--- src/rtl/alu_ctrl_pkg.sv ---
// Shared encodings for the multicycle ALU-control decoder: ALUControl words, ALUOp codes, FSM states.
// Build option ALU_CTRL_MEXT_EN enables the RV32M decode and multi-cycle latency path.
package alu_ctrl_pkg;

    localparam logic [4:0] ALU_ADD  = 5'b00000;
    localparam logic [4:0] ALU_SUB  = 5'b00001;
    localparam logic [4:0] ALU_AND  = 5'b00010;
    localparam logic [4:0] ALU_OR   = 5'b00011;
    localparam logic [4:0] ALU_XOR  = 5'b00100;
    localparam logic [4:0] ALU_SLT  = 5'b00101;
    localparam logic [4:0] ALU_SLL  = 5'b00110;
    localparam logic [4:0] ALU_SRL  = 5'b00111;
    localparam logic [4:0] ALU_SRA  = 5'b01000;
    localparam logic [4:0] ALU_SLTU = 5'b01001;
    localparam logic [4:0] ALU_MUL  = 5'b10000;
    localparam logic [4:0] ALU_REMU = 5'b10111;

    localparam logic [1:0] ALUOP_ADD = 2'b00;
    localparam logic [1:0] ALUOP_SUB = 2'b01;

    typedef enum logic [1:0] {
        ST_IDLE = 2'b00,
        ST_WAIT = 2'b01,
        ST_HOLD = 2'b10
    } state_e;

    function automatic int max_int(input int a, input int b);
        return (a > b) ? a : b;
    endfunction

endpackage

--- src/rtl/alu_ctrl_decode.sv ---
// Combinational ALUOp/funct decode into a control word plus illegal/multi-cycle/divide flags.
// With ALU_CTRL_MEXT_EN undefined, any M-extension encoding is reported as illegal.
module alu_ctrl_decode
    import alu_ctrl_pkg::*;
(
    input  logic [1:0] alu_op,
    input  logic       opb5,
    input  logic [2:0] funct3,
    input  logic       funct7b5,
    input  logic       funct7b0,
    output logic [4:0] ctrl,
    output logic       illegal,
    output logic       multi,
    output logic       is_div
);

    always_comb begin
        ctrl    = ALU_ADD;
        illegal = 1'b0;
        multi   = 1'b0;
        is_div  = 1'b0;
        if (alu_op == ALUOP_ADD) begin
            ctrl = ALU_ADD;
        end else if (alu_op == ALUOP_SUB) begin
            ctrl = ALU_SUB;
        end else if (opb5 && funct7b0) begin
`ifdef ALU_CTRL_MEXT_EN
            ctrl   = {2'b10, funct3};
            multi  = 1'b1;
            is_div = funct3[2];
`else
            ctrl    = ALU_ADD;
            illegal = 1'b1;
`endif
        end else begin
            // Shift-right arithmetic is selected by funct7[5] in both R and I forms.
            unique case (funct3)
                3'b000:  ctrl = (opb5 && funct7b5) ? ALU_SUB : ALU_ADD;
                3'b001:  ctrl = ALU_SLL;
                3'b010:  ctrl = ALU_SLT;
                3'b011:  ctrl = ALU_SLTU;
                3'b100:  ctrl = ALU_XOR;
                3'b101:  ctrl = funct7b5 ? ALU_SRA : ALU_SRL;
                3'b110:  ctrl = ALU_OR;
                default: ctrl = ALU_AND;
            endcase
        end
    end

endmodule

--- src/rtl/alu_ctrl_mc.sv ---
// Registered, handshaked ALU-control decoder: IDLE -> (WAIT) -> HOLD with backpressure and flush.
// ALU_CTRL_MEXT_EN enables mul/div ops that hold WAIT for MUL_LAT/DIV_LAT cycles.
module alu_ctrl_mc
    import alu_ctrl_pkg::*;
#(
    parameter int CTRL_W  = 5,
    parameter int MUL_LAT = 4,
    parameter int DIV_LAT = 33
) (
    input  logic              clk,
    input  logic              reset_n,
    input  logic              flush,
    input  logic              in_valid,
    output logic              in_ready,
    input  logic [1:0]        ALUOp,
    input  logic              opb5,
    input  logic [2:0]        funct3,
    input  logic              funct7b5,
    input  logic              funct7b0,
    output logic              out_valid,
    input  logic              out_ready,
    output logic [CTRL_W-1:0] ALUControl,
    output logic              illegal,
    output logic              multi,
    output logic              busy
);

    localparam int CNT_W = $clog2(max_int(MUL_LAT, DIV_LAT) + 1);
    localparam logic [CNT_W-1:0] MUL_CNT = CNT_W'(MUL_LAT - 1);
    localparam logic [CNT_W-1:0] DIV_CNT = CNT_W'(DIV_LAT - 1);

    state_e            state_q, state_d;
    logic [CNT_W-1:0]  cnt_q, cnt_d;
    logic [CTRL_W-1:0] ctrl_q, ctrl_d;
    logic              illegal_q, illegal_d;
    logic              multi_q, multi_d;

    logic [4:0] dec_ctrl;
    logic       dec_illegal, dec_multi, dec_is_div;
    logic       accept;

    alu_ctrl_decode u_decode (
        .alu_op   (ALUOp),
        .opb5     (opb5),
        .funct3   (funct3),
        .funct7b5 (funct7b5),
        .funct7b0 (funct7b0),
        .ctrl     (dec_ctrl),
        .illegal  (dec_illegal),
        .multi    (dec_multi),
        .is_div   (dec_is_div)
    );

    assign in_ready   = (state_q == ST_IDLE) || ((state_q == ST_HOLD) && out_ready);
    assign accept     = in_valid && in_ready;
    assign out_valid  = (state_q == ST_HOLD);
    assign ALUControl = ctrl_q;
    assign illegal    = illegal_q;
    assign multi      = multi_q;
`ifdef ALU_CTRL_MEXT_EN
    assign busy       = (state_q == ST_WAIT);
`else
    assign busy       = 1'b0;
`endif

    always_comb begin
        state_d   = state_q;
        cnt_d     = cnt_q;
        ctrl_d    = ctrl_q;
        illegal_d = illegal_q;
        multi_d   = multi_q;
        unique case (state_q)
            ST_WAIT: begin
                if (cnt_q <= CNT_W'(1)) begin
                    state_d = ST_HOLD;
                    cnt_d   = '0;
                end else begin
                    cnt_d = cnt_q - CNT_W'(1);
                end
            end
            ST_HOLD: if (out_ready) state_d = ST_IDLE;
            default: ;
        endcase
        // A new accept in HOLD overrides the return to IDLE (back-to-back transfer).
        if (accept) begin
            ctrl_d    = CTRL_W'(dec_ctrl);
            illegal_d = dec_illegal;
            multi_d   = dec_multi;
            if (dec_multi && dec_is_div && (DIV_LAT > 1)) begin
                state_d = ST_WAIT;
                cnt_d   = DIV_CNT;
            end else if (dec_multi && !dec_is_div && (MUL_LAT > 1)) begin
                state_d = ST_WAIT;
                cnt_d   = MUL_CNT;
            end else begin
                state_d = ST_HOLD;
                cnt_d   = '0;
            end
        end
        if (flush) begin
            state_d = ST_IDLE;
            cnt_d   = '0;
        end
    end

    always_ff @(posedge clk or negedge reset_n) begin
        if (!reset_n) begin
            state_q   <= ST_IDLE;
            cnt_q     <= '0;
            ctrl_q    <= '0;
            illegal_q <= 1'b0;
            multi_q   <= 1'b0;
        end else begin
            state_q   <= state_d;
            cnt_q     <= cnt_d;
            ctrl_q    <= ctrl_d;
            illegal_q <= illegal_d;
            multi_q   <= multi_d;
        end
    end

endmodule
--- config.mk ---
export PLATFORM = sky130hd
export DESIGN_NAME = alu_ctrl_mc
export DESIGN_NICKNAME = d
export VERILOG_FILES = /design/src/rtl/alu_ctrl_pkg.sv /design/src/rtl/alu_ctrl_decode.sv /design/src/rtl/alu_ctrl_mc.sv
export SDC_FILE = /design/constraint.sdc
export NUM_CORES = 1
export LEC_CHECK = 0
export CAP_MARGIN = 20
export CORE_AREA = 2 2 39 41
export CTS_CLUSTER_SIZE = 40
export DETAILED_ROUTE_END_ITERATION = 12
export DIE_AREA = 0 0 41 43
export GPL_TIMING_DRIVEN = 1
export SYNTH_ARGS = -nofsm -noshare
export SYNTH_HDL_FRONTEND = slang
export SYNTH_SLANG_ARGS = --single-unit
--- constraint.sdc ---
create_clock -name clk -period 2.1 [get_ports clk]
set_input_delay 0.42 -clock clk [delete_from_list [all_inputs] [get_ports clk]]
set_output_delay 0.42 -clock clk [all_outputs]
set_load 0.005 [all_outputs]
# ---- Word-level counts from Yosys, hierarchy flattened
# Cells that the tools add are included.
dict set report totals {
  output_inout_bits 10
  reg_bits 14
  in_bits 13
  word_cells 46
}
dict set report classes {
  n_eq_ne 11
  mux 18
  n_reduce_logical 11
  magnitude_cmp 1
  addsub 1
}
# op count
set ops {}
lappend ops {{case mux 5 bit (7 select lines)} 1}
lappend ops {{two-way mux 6 bit} 4}
lappend ops {{two-way mux 5 bit} 3}
lappend ops {{== test 3 bit (second input constant)} 3}
lappend ops {{two-way mux 2 bit} 4}
lappend ops {{== test 3 x 2 -> 1 bit (second input constant)} 2}
lappend ops {{<= comparator 6 x 1 -> 1 bit (second input constant)} 1}
lappend ops {{subtractor 6 x 1 -> 6 bit (second input constant)} 1}
lappend ops {{== test 2 x 1 -> 1 bit (second input constant)} 2}
lappend ops {{logical AND 1 bit} 4}
lappend ops {{logical NOT 2 bit} 2}
lappend ops {{two-way mux 1 bit} 4}
lappend ops {{two-way mux 4 bit} 1}
lappend ops {{inequality test 4 x 2 -> 1 bit (second input constant)} 1}
lappend ops {{inequality test 4 bit (second input constant)} 1}
lappend ops {{case mux 2 bit (2 select lines)} 1}
lappend ops {{nonzero test 4 bit} 1}
lappend ops {{== test 3 x 1 -> 1 bit (second input constant)} 1}
lappend ops {{logical NOT 3 bit} 1}
lappend ops {{AND reduction 3 bit} 1}
lappend ops {{nonzero test 3 bit} 1}
lappend ops {{== test 2 bit (second input constant)} 1}
lappend ops {{logical OR 1 bit} 1}

# ---- Longest topological paths before layout
# Gate-level depths: netlist of run 1.
dict set report logic_depth {
  word_depth 6
  depth_mapped 4
}

# ---- By module
# Synthesis of run 1 repeated with hierarchy kept, for this count alone.
dict set report unflattened {
  hier_cells 115
  hier_area_um2 953.4
}
# mod area_each_um2 seq_area_each_um2 instances cells_each
set by_module_without_submodules {}
lappend by_module_without_submodules {alu_ctrl_mc 812.0 375.4 1 92}
lappend by_module_without_submodules {alu_ctrl_decode 141.4 0.0 1 23}

# ---- Worst setup path before layout of run 1
# No wires, ideal clock.
dict set report synth_timing {
  path_type {input port to flip-flop}
  startpoint {input funct3[2]}
  endpoint {register ctrl_q[0] (netlist: ALUControl[0])}
  cell_stages 4
  slack_ns 0.663
  t_required_ns 1.974
  arrival_ns 1.311
  n_path_buf 1
  cell_sequence {buf_6 nor4bb_1 or3_1 a221o_1}
}
dict set report synth_via {
  elab_chain_len 5
}
# element line_no
set synth_rtl {}
lappend synth_rtl {{start: declaration} alu_ctrl_mc.sv:17} ;# input logic [2:0] funct3,
lappend synth_rtl {{== test 3 bit (tied with other cells)} alu_ctrl_decode.sv:37} ;# unique case (funct3)
lappend synth_rtl {{case mux 5 bit (7 select lines) *} alu_ctrl_decode.sv:37}
lappend synth_rtl {{two-way mux 5 bit *} alu_ctrl_decode.sv:26} ;# end else if (opb5 && funct7b0) begin
lappend synth_rtl {{two-way mux 5 bit *} alu_ctrl_decode.sv:24} ;# end else if (alu_op == ALUOP_SUB) begin
lappend synth_rtl {{two-way mux 5 bit *} alu_ctrl_decode.sv:22} ;# if (alu_op == ALUOP_ADD) begin
lappend synth_rtl {{end signal: assignment} alu_ctrl_mc.sv:116} ;# ctrl_q <= ctrl_d;
lappend synth_rtl {{end: declaration} alu_ctrl_mc.sv:34} ;# logic [CTRL_W-1:0] ctrl_q, ctrl_d;
# Mark *: on every way between the ends. The rest lies on a longest branch, timed or not.
# A chain may end at the register's enable or synchronous reset.

# ---- Worst setup path in the final report of run 1
dict set report layout_timing {
  startpoint {input out_ready}
  endpoint {output in_ready}
}
dict set report layout_via {
  elab_chain_len 2
}
# element line_no
set layout_rtl {}
lappend layout_rtl {{start: declaration} alu_ctrl_mc.sv:21} ;# input logic out_ready,
lappend layout_rtl {{logical AND 1 bit} alu_ctrl_mc.sv:54} ;# assign in_ready = (state_q == ST_IDLE) || ((state_q == ST_HOLD) && out_ready);
lappend layout_rtl {{logical OR 1 bit} alu_ctrl_mc.sv:54}
lappend layout_rtl {{end: declaration} alu_ctrl_mc.sv:14} ;# output logic in_ready,
# No other way between the ends.

==> results of run 1 <==
==> cell usage after synthesis <==
cell type and count:
a21o_1 1, and4_4 1, nand2_1 5, a32o_1 3
dfrtp_1 6, a21boi_0 1, a21oi_1 2, conb_1 1
a221o_1 1, nor3_1 1, nand3_1 1, buf_6 1
inv_2 1, buf_4 3, nor4bb_1 2, o21ai_0 1
nand3b_1 1, a21o_2 1, o21ai_1 1, nor4b_1 1
nand2b_1 1, nor2b_2 1, or3_1 1, inv_1 1
==> per-layer routing <==
metal  wire [um]  share of wire  track usage  vias to the layer above
li1            -              -            -                      182
met1         356           0.46        0.154                      155
met2         338           0.44        0.159                       13
met3          56          0.073       0.0314                        2
met4          14          0.018        0.120                        0
met5           0              0            0                        -
==> sequential cells by signal (all words and copies together) (netlist names) <==
register / count
ALUControl: 4
illegal: 1
state_q: 1
==> worst max path at each step <==
stage	slack, ns	to	start
finish	0.17	in_ready	out_ready
global route	0.13	in_ready	out_ready
CTS	0.17	in_ready	out_ready
detailed placement	0.17	ALUControl[0]	funct3[0]
global placement	0.17	ALUControl[0]	funct3[0]
floorplan	0.66	ALUControl[0]	funct3[2]
==> final cells by class <==
| type | count | area, um2 |
|---|---|---|
| clock buffer | 3 | 22.5 |
| fill | 144 | 793 |
| inverter | 2 | 7.51 |
| multi-input combinational | 29 | 193 |
| sequential | 6 | 150 |
| tap | 16 | 20.0 |
| timing repair buffer | 20 | 198 |
==> critical path: cells and delay by family <==
| family | cells | cell delay, ns |
|---|---|---|
| AND/OR/NAND/NOR | 1 | 0.05 |
| buffers and inverters | 3 | 1.03 |
==> cell families (layout without fill, tap and decap cells) <==
logic type | after synthesis | in the layout | synth area share
other | 1 | 3 | 0.00996
buffers and inverters | 6 | 25 | 0.110
DFF | 6 | 6 | 0.399
AOI/OAI and AO/OA | 11 | 11 | 0.223
and+or+nand+nor | 15 | 15 | 0.259
==> power by group <==
group	switching, W	total (W)	leakage [nW]	internal (W)
Clock	0.0000349	0.0000990	0.0138	0.0000642
Combinational	0.0000297	0.0000846	0.162	0.0000549
Sequential	0.00000480	0.000131	0.0790	0.000126
Total	0.0000694	0.000314	0.254	0.000245
==> metrics by stage <==
step                instance area, um2  setup WS [ns]   util  total power [W]
finish                             591          0.170  0.427         0.000314
global route                       591          0.132  0.427         0.000341
CTS                                591          0.166  0.427         0.000323
detailed placement                 568          0.167  0.410         0.000218
global placement                   568          0.173  0.410         0.000218
floorplan                          384          0.663      -         0.000168
==> flow_summary.yaml, run 1 <==
setup_path:
  crit_fanout: 4
  timing.rr.start: "state_q[1]"
  worstPathArrival_ns: 1.51
  cp.required_ns: 1.68
  cp-start-kind: "input pin"
  slowest_delay_ns: 0.49
  critPathCaptureType: "output port"
  reg2reg_depth: 4
  cp_slowest_cell: "clkdlybuf4s50_1"
  r2r_slack_ns: 0.91
  crit_chain: "clkdlybuf4s50_1, nor2b_2, inv_2, clkdlybuf4s50_1"
  path_class: "in2out"
  crit_top_cell: "clkdlybuf4s50_1"
  rr_endpoint: "ALUControl[0]"
status:
  status: "completed"
layout:
  diodes: 0
  layout-drive-gt1-share: 0.133
  stdcell_count: 76
  layout_commonest_cell: "clkdlybuf4s50_1"
  nets: 75
  layout_common_cells: "19 x clkdlybuf4s50_1, 6 x dfrtp_1, 5 x nand2_1"
  area_growth_pct: 56.8
yosys:
  syn_avg_cell_area_um2: 9.66
  yosys-top-cells-area: "dfrtp_1 40%, a32o_1 8.0%, buf_4 6.0%, nor4bb_1 5.3%, nand2_1 5.0%"
  yosysWarnings: 0
  yosysSeqAreaShare: 0.399
  ys_types: 24
  synth_area_um2: 377
  syn-instance-count: 39
  synth_top_area_cell: "dfrtp_1"
  ys_ff_latch: 6
  netlist.area_leader.share: 0.399
power_and_ir_drop:
  leakagePower_nw: 0.254
  powerDensity_nw_per_um2: 532
  max-vdd-ir-drop_mv: 0.135
sta:
  hold_slack_ns: 0.415
  hold_violations: 0
  finalCriticalPeriod_ns: 1.93
  setup_viol: 0
  finClkSkew_ns: 0.000120
  drv_slew: 0
  max_freq_ghz: 0.518
  fin_tns_setup_ns: 0
  rsz0062_at_grt: "false"
  finalCritPeriodShare: 0.919
placed_design:
  post-dp-hpwl_um: 680
  gp_congestion: 0.680
  place.port_buffers: 19
  dp.cells: 73
routing:
  via_per_inst: 4.63
  routed_wl_um: 767
  routed-via-count: 352
  dr.pass1.iters: 3
  drcViolationCount: 0
  drtIter0Drc: 3
  antenna_left: 0
  routedWlPerCell_um: 10.1
cts:
  cts_root_buf: "clkbuf_4"
  cts_buffers: 3
  path_clk_slew_ns: 0.04
  clk_latency_ns: 0.23
  cts_setup_buffers: 0
  cts_hold_buf: 0
  ctsResizeCount: 0
  cts_num_sinks: 6
  cts.htree.levels: 1
  cts_tree: "built"
  clk_path_buf_depth: 2
floorplan:
  boundaryPins: 23
  dieArea_um2: 1760
  die_w_um: 41
  num_rows: 14
  start_util: 0.272
  core-area_um2: 1380
  die_y_um: 43
global_route:
  antenna_found_initial: 0
  grt_usage: 0.123
  grt_pass1_wl_um: 1440
  grt_pass1_vias: 341
  grt_overflow: 0
  grt_start_max_net_pins: 9
hold_path:
  min_path_type: "in2async"
flow_run:
  max_cap_viol_count: 0
(Power assumes the default switching activity.)
==> run 2: changes to the inputs <==
--- a/config.mk
+++ b/config.mk
@@ -5,7 +5,7 @@
 export SDC_FILE = /design/constraint.sdc
 export NUM_CORES = 1
 export LEC_CHECK = 0
-export CAP_MARGIN = 20
+export CAP_MARGIN = 10
 export CORE_AREA = 2 2 39 41
 export CTS_CLUSTER_SIZE = 40
 export DETAILED_ROUTE_END_ITERATION = 12
==> results of run 2 <==
Final layout, timing and power as in run 1 (identical DEF).
==> run 3: changes to the inputs <==
==> constraint.sdc (replaced) <==
create_clock -name clk -period 2.1 [get_ports clk]
set_input_delay 0.315 -clock clk [delete_from_list [all_inputs] [get_ports clk]]
set_output_delay 0.315 -clock clk [all_outputs]
set_load 0.005 [all_outputs]
==> flow_summary.yaml, run 3 (same netlist as run 1, synthesis figures left out) <==
cts:
  path_clk_slew_ns: 0.04
  cts_num_sinks: 6
  ctsResizeCount: 0
  clk_path_buf_depth: 2
  cts.htree.levels: 1
  cts_tree: "built"
  clk_latency_ns: 0.24
  cts_setup_buffers: 0
  cts_root_buf: "clkbuf_4"
  cts_hold_buf: 0
  cts_buffers: 3
setup_path:
  r2r_slack_ns: 0.90
  worstPathArrival_ns: 1.42
  path_class: "in2out"
  cp-start-kind: "input pin"
  timing.rr.start: "state_q[1]"
  rr_endpoint: "ALUControl[0]"
  reg2reg_depth: 4
  critPathCaptureType: "output port"
  crit_fanout: 4
  cp.required_ns: 1.78
sta:
  hold_violations: 0
  finalCritPeriodShare: 0.825
  max_freq_ghz: 0.577
  drv_slew: 0
  fin_tns_setup_ns: 0
  hold_slack_ns: 0.303
  finClkSkew_ns: 0.00144
  finalCriticalPeriod_ns: 1.73
  rsz0062_at_grt: "false"
  worst_slack_ns: 0.367
  setup_viol: 0
layout:
  area_growth_pct: 54.8
  layout_common_cells: "19 x clkdlybuf4s50_1, 6 x dfrtp_1, 5 x nand2_1"
  diodes: 0
  largest_register_ffs: 4
  layout_commonest_cell: "clkdlybuf4s50_1"
  nets: 74
  layout-drive-gt1-share: 0.119
hold_path:
  min_path_type: "in2async"
floorplan:
  core-area_um2: 1380
  dieArea_um2: 1760
  die_y_um: 43
  die_w_um: 41
  num_rows: 14
  start_util: 0.272
  boundaryPins: 23
routing:
  highest_layer: "met4"
  routed-via-count: 341
  drt-met1-wl_um: 348
  routedWlPerCell_um: 9.92
  met2_length_um: 302
  drcViolationCount: 0
  antenna_left: 0
  dr.pass1.iters: 2
  routed_wl_um: 744
  wl_met3_um: 77
  drtIter0Drc: 4
  via_per_inst: 4.55
global_route:
  antenna_found_initial: 0
  grt_start_max_net_pins: 10
  grt_usage: 0.113
  grt_pass1_wl_um: 1320
  grt_pass1_vias: 332
  grt_overflow: 0
placed_design:
  place.port_buffers: 19
  post-dp-hpwl_um: 606
  gp_congestion: 0.729
  post-place-ws_ns: 0.253
power_and_ir_drop:
  powerDensity_nw_per_um2: 549
  max-vdd-ir-drop_mv: 0.176
  leakagePower_nw: 0.250
status:
  status: "completed"
flow_run:
  max_cap_viol_count: 0
## run 3: changes by cell type in the layout (fill, tap and decap cells not counted)
| cell | delta |
|---|---|
| buf_4 | -1 |
## run 3: layer usage
| metal | track usage | up-vias |
|---|---|---|
| li1 | - | 182 |
| met1 | 0.147 | 142 |
| met2 | 0.144 | 15 |
| met3 | 0.0314 | 2 |
| met4 | 0.100 | 0 |
| met5 | 0 | - |
## run 3: worst max path at each step
stage | to | start | depth (start not counted) | slack [ns]
2_1_floorplan | ALUControl[0] | funct3[2] | 4 | 0.77
3_3_place_gp | ALUControl[0] | funct3[2] | 4 | 0.28
3_5_place_dp | ALUControl[0] | funct3[2] | 4 | 0.25
4_1_cts | in_ready | out_ready | 4 | 0.36
5_1_grt | in_ready | out_ready | 4 | 0.32
6_report | in_ready | out_ready | 4 | 0.37
## run 3: area by class of cell
| type | count | area (um2) |
|---|---|---|
| clock buffers | 3 | 22.5 |
| fillers | 148 | 801 |
| inverters | 2 | 7.51 |
| multi-input cells | 29 | 193 |
| flip-flops and latches | 6 | 150 |
| well taps | 16 | 20.0 |
| repair buffers | 19 | 190 |
## run 3: worst max-delay path: stages
cell and delay, ns:
clkdlybuf4s50_1 0.41, nor2b_2 0.18, inv_2 0.07, clkdlybuf4s50_1 0.44
## run 3: where the power goes
group	total, W	internal, W	switching (W)	leakage [nW]
Clock	0.000106	0.0000646	0.0000414	0.0138
Combinational	0.0000834	0.0000537	0.0000298	0.157
Sequential	0.000131	0.000126	0.00000484	0.0790
## run 3: metrics by stage
step	instance area, um2	std cells	util	total power (W)
3_3_place_gp	561	72	0.405	0.000216
5_1_grt	583	75	0.421	0.000342
3_5_place_dp	561	72	0.405	0.000216
2_1_floorplan	384	41	-	0.000168
6_report	583	75	0.421	0.000320
4_1_cts	583	75	0.421	0.000326
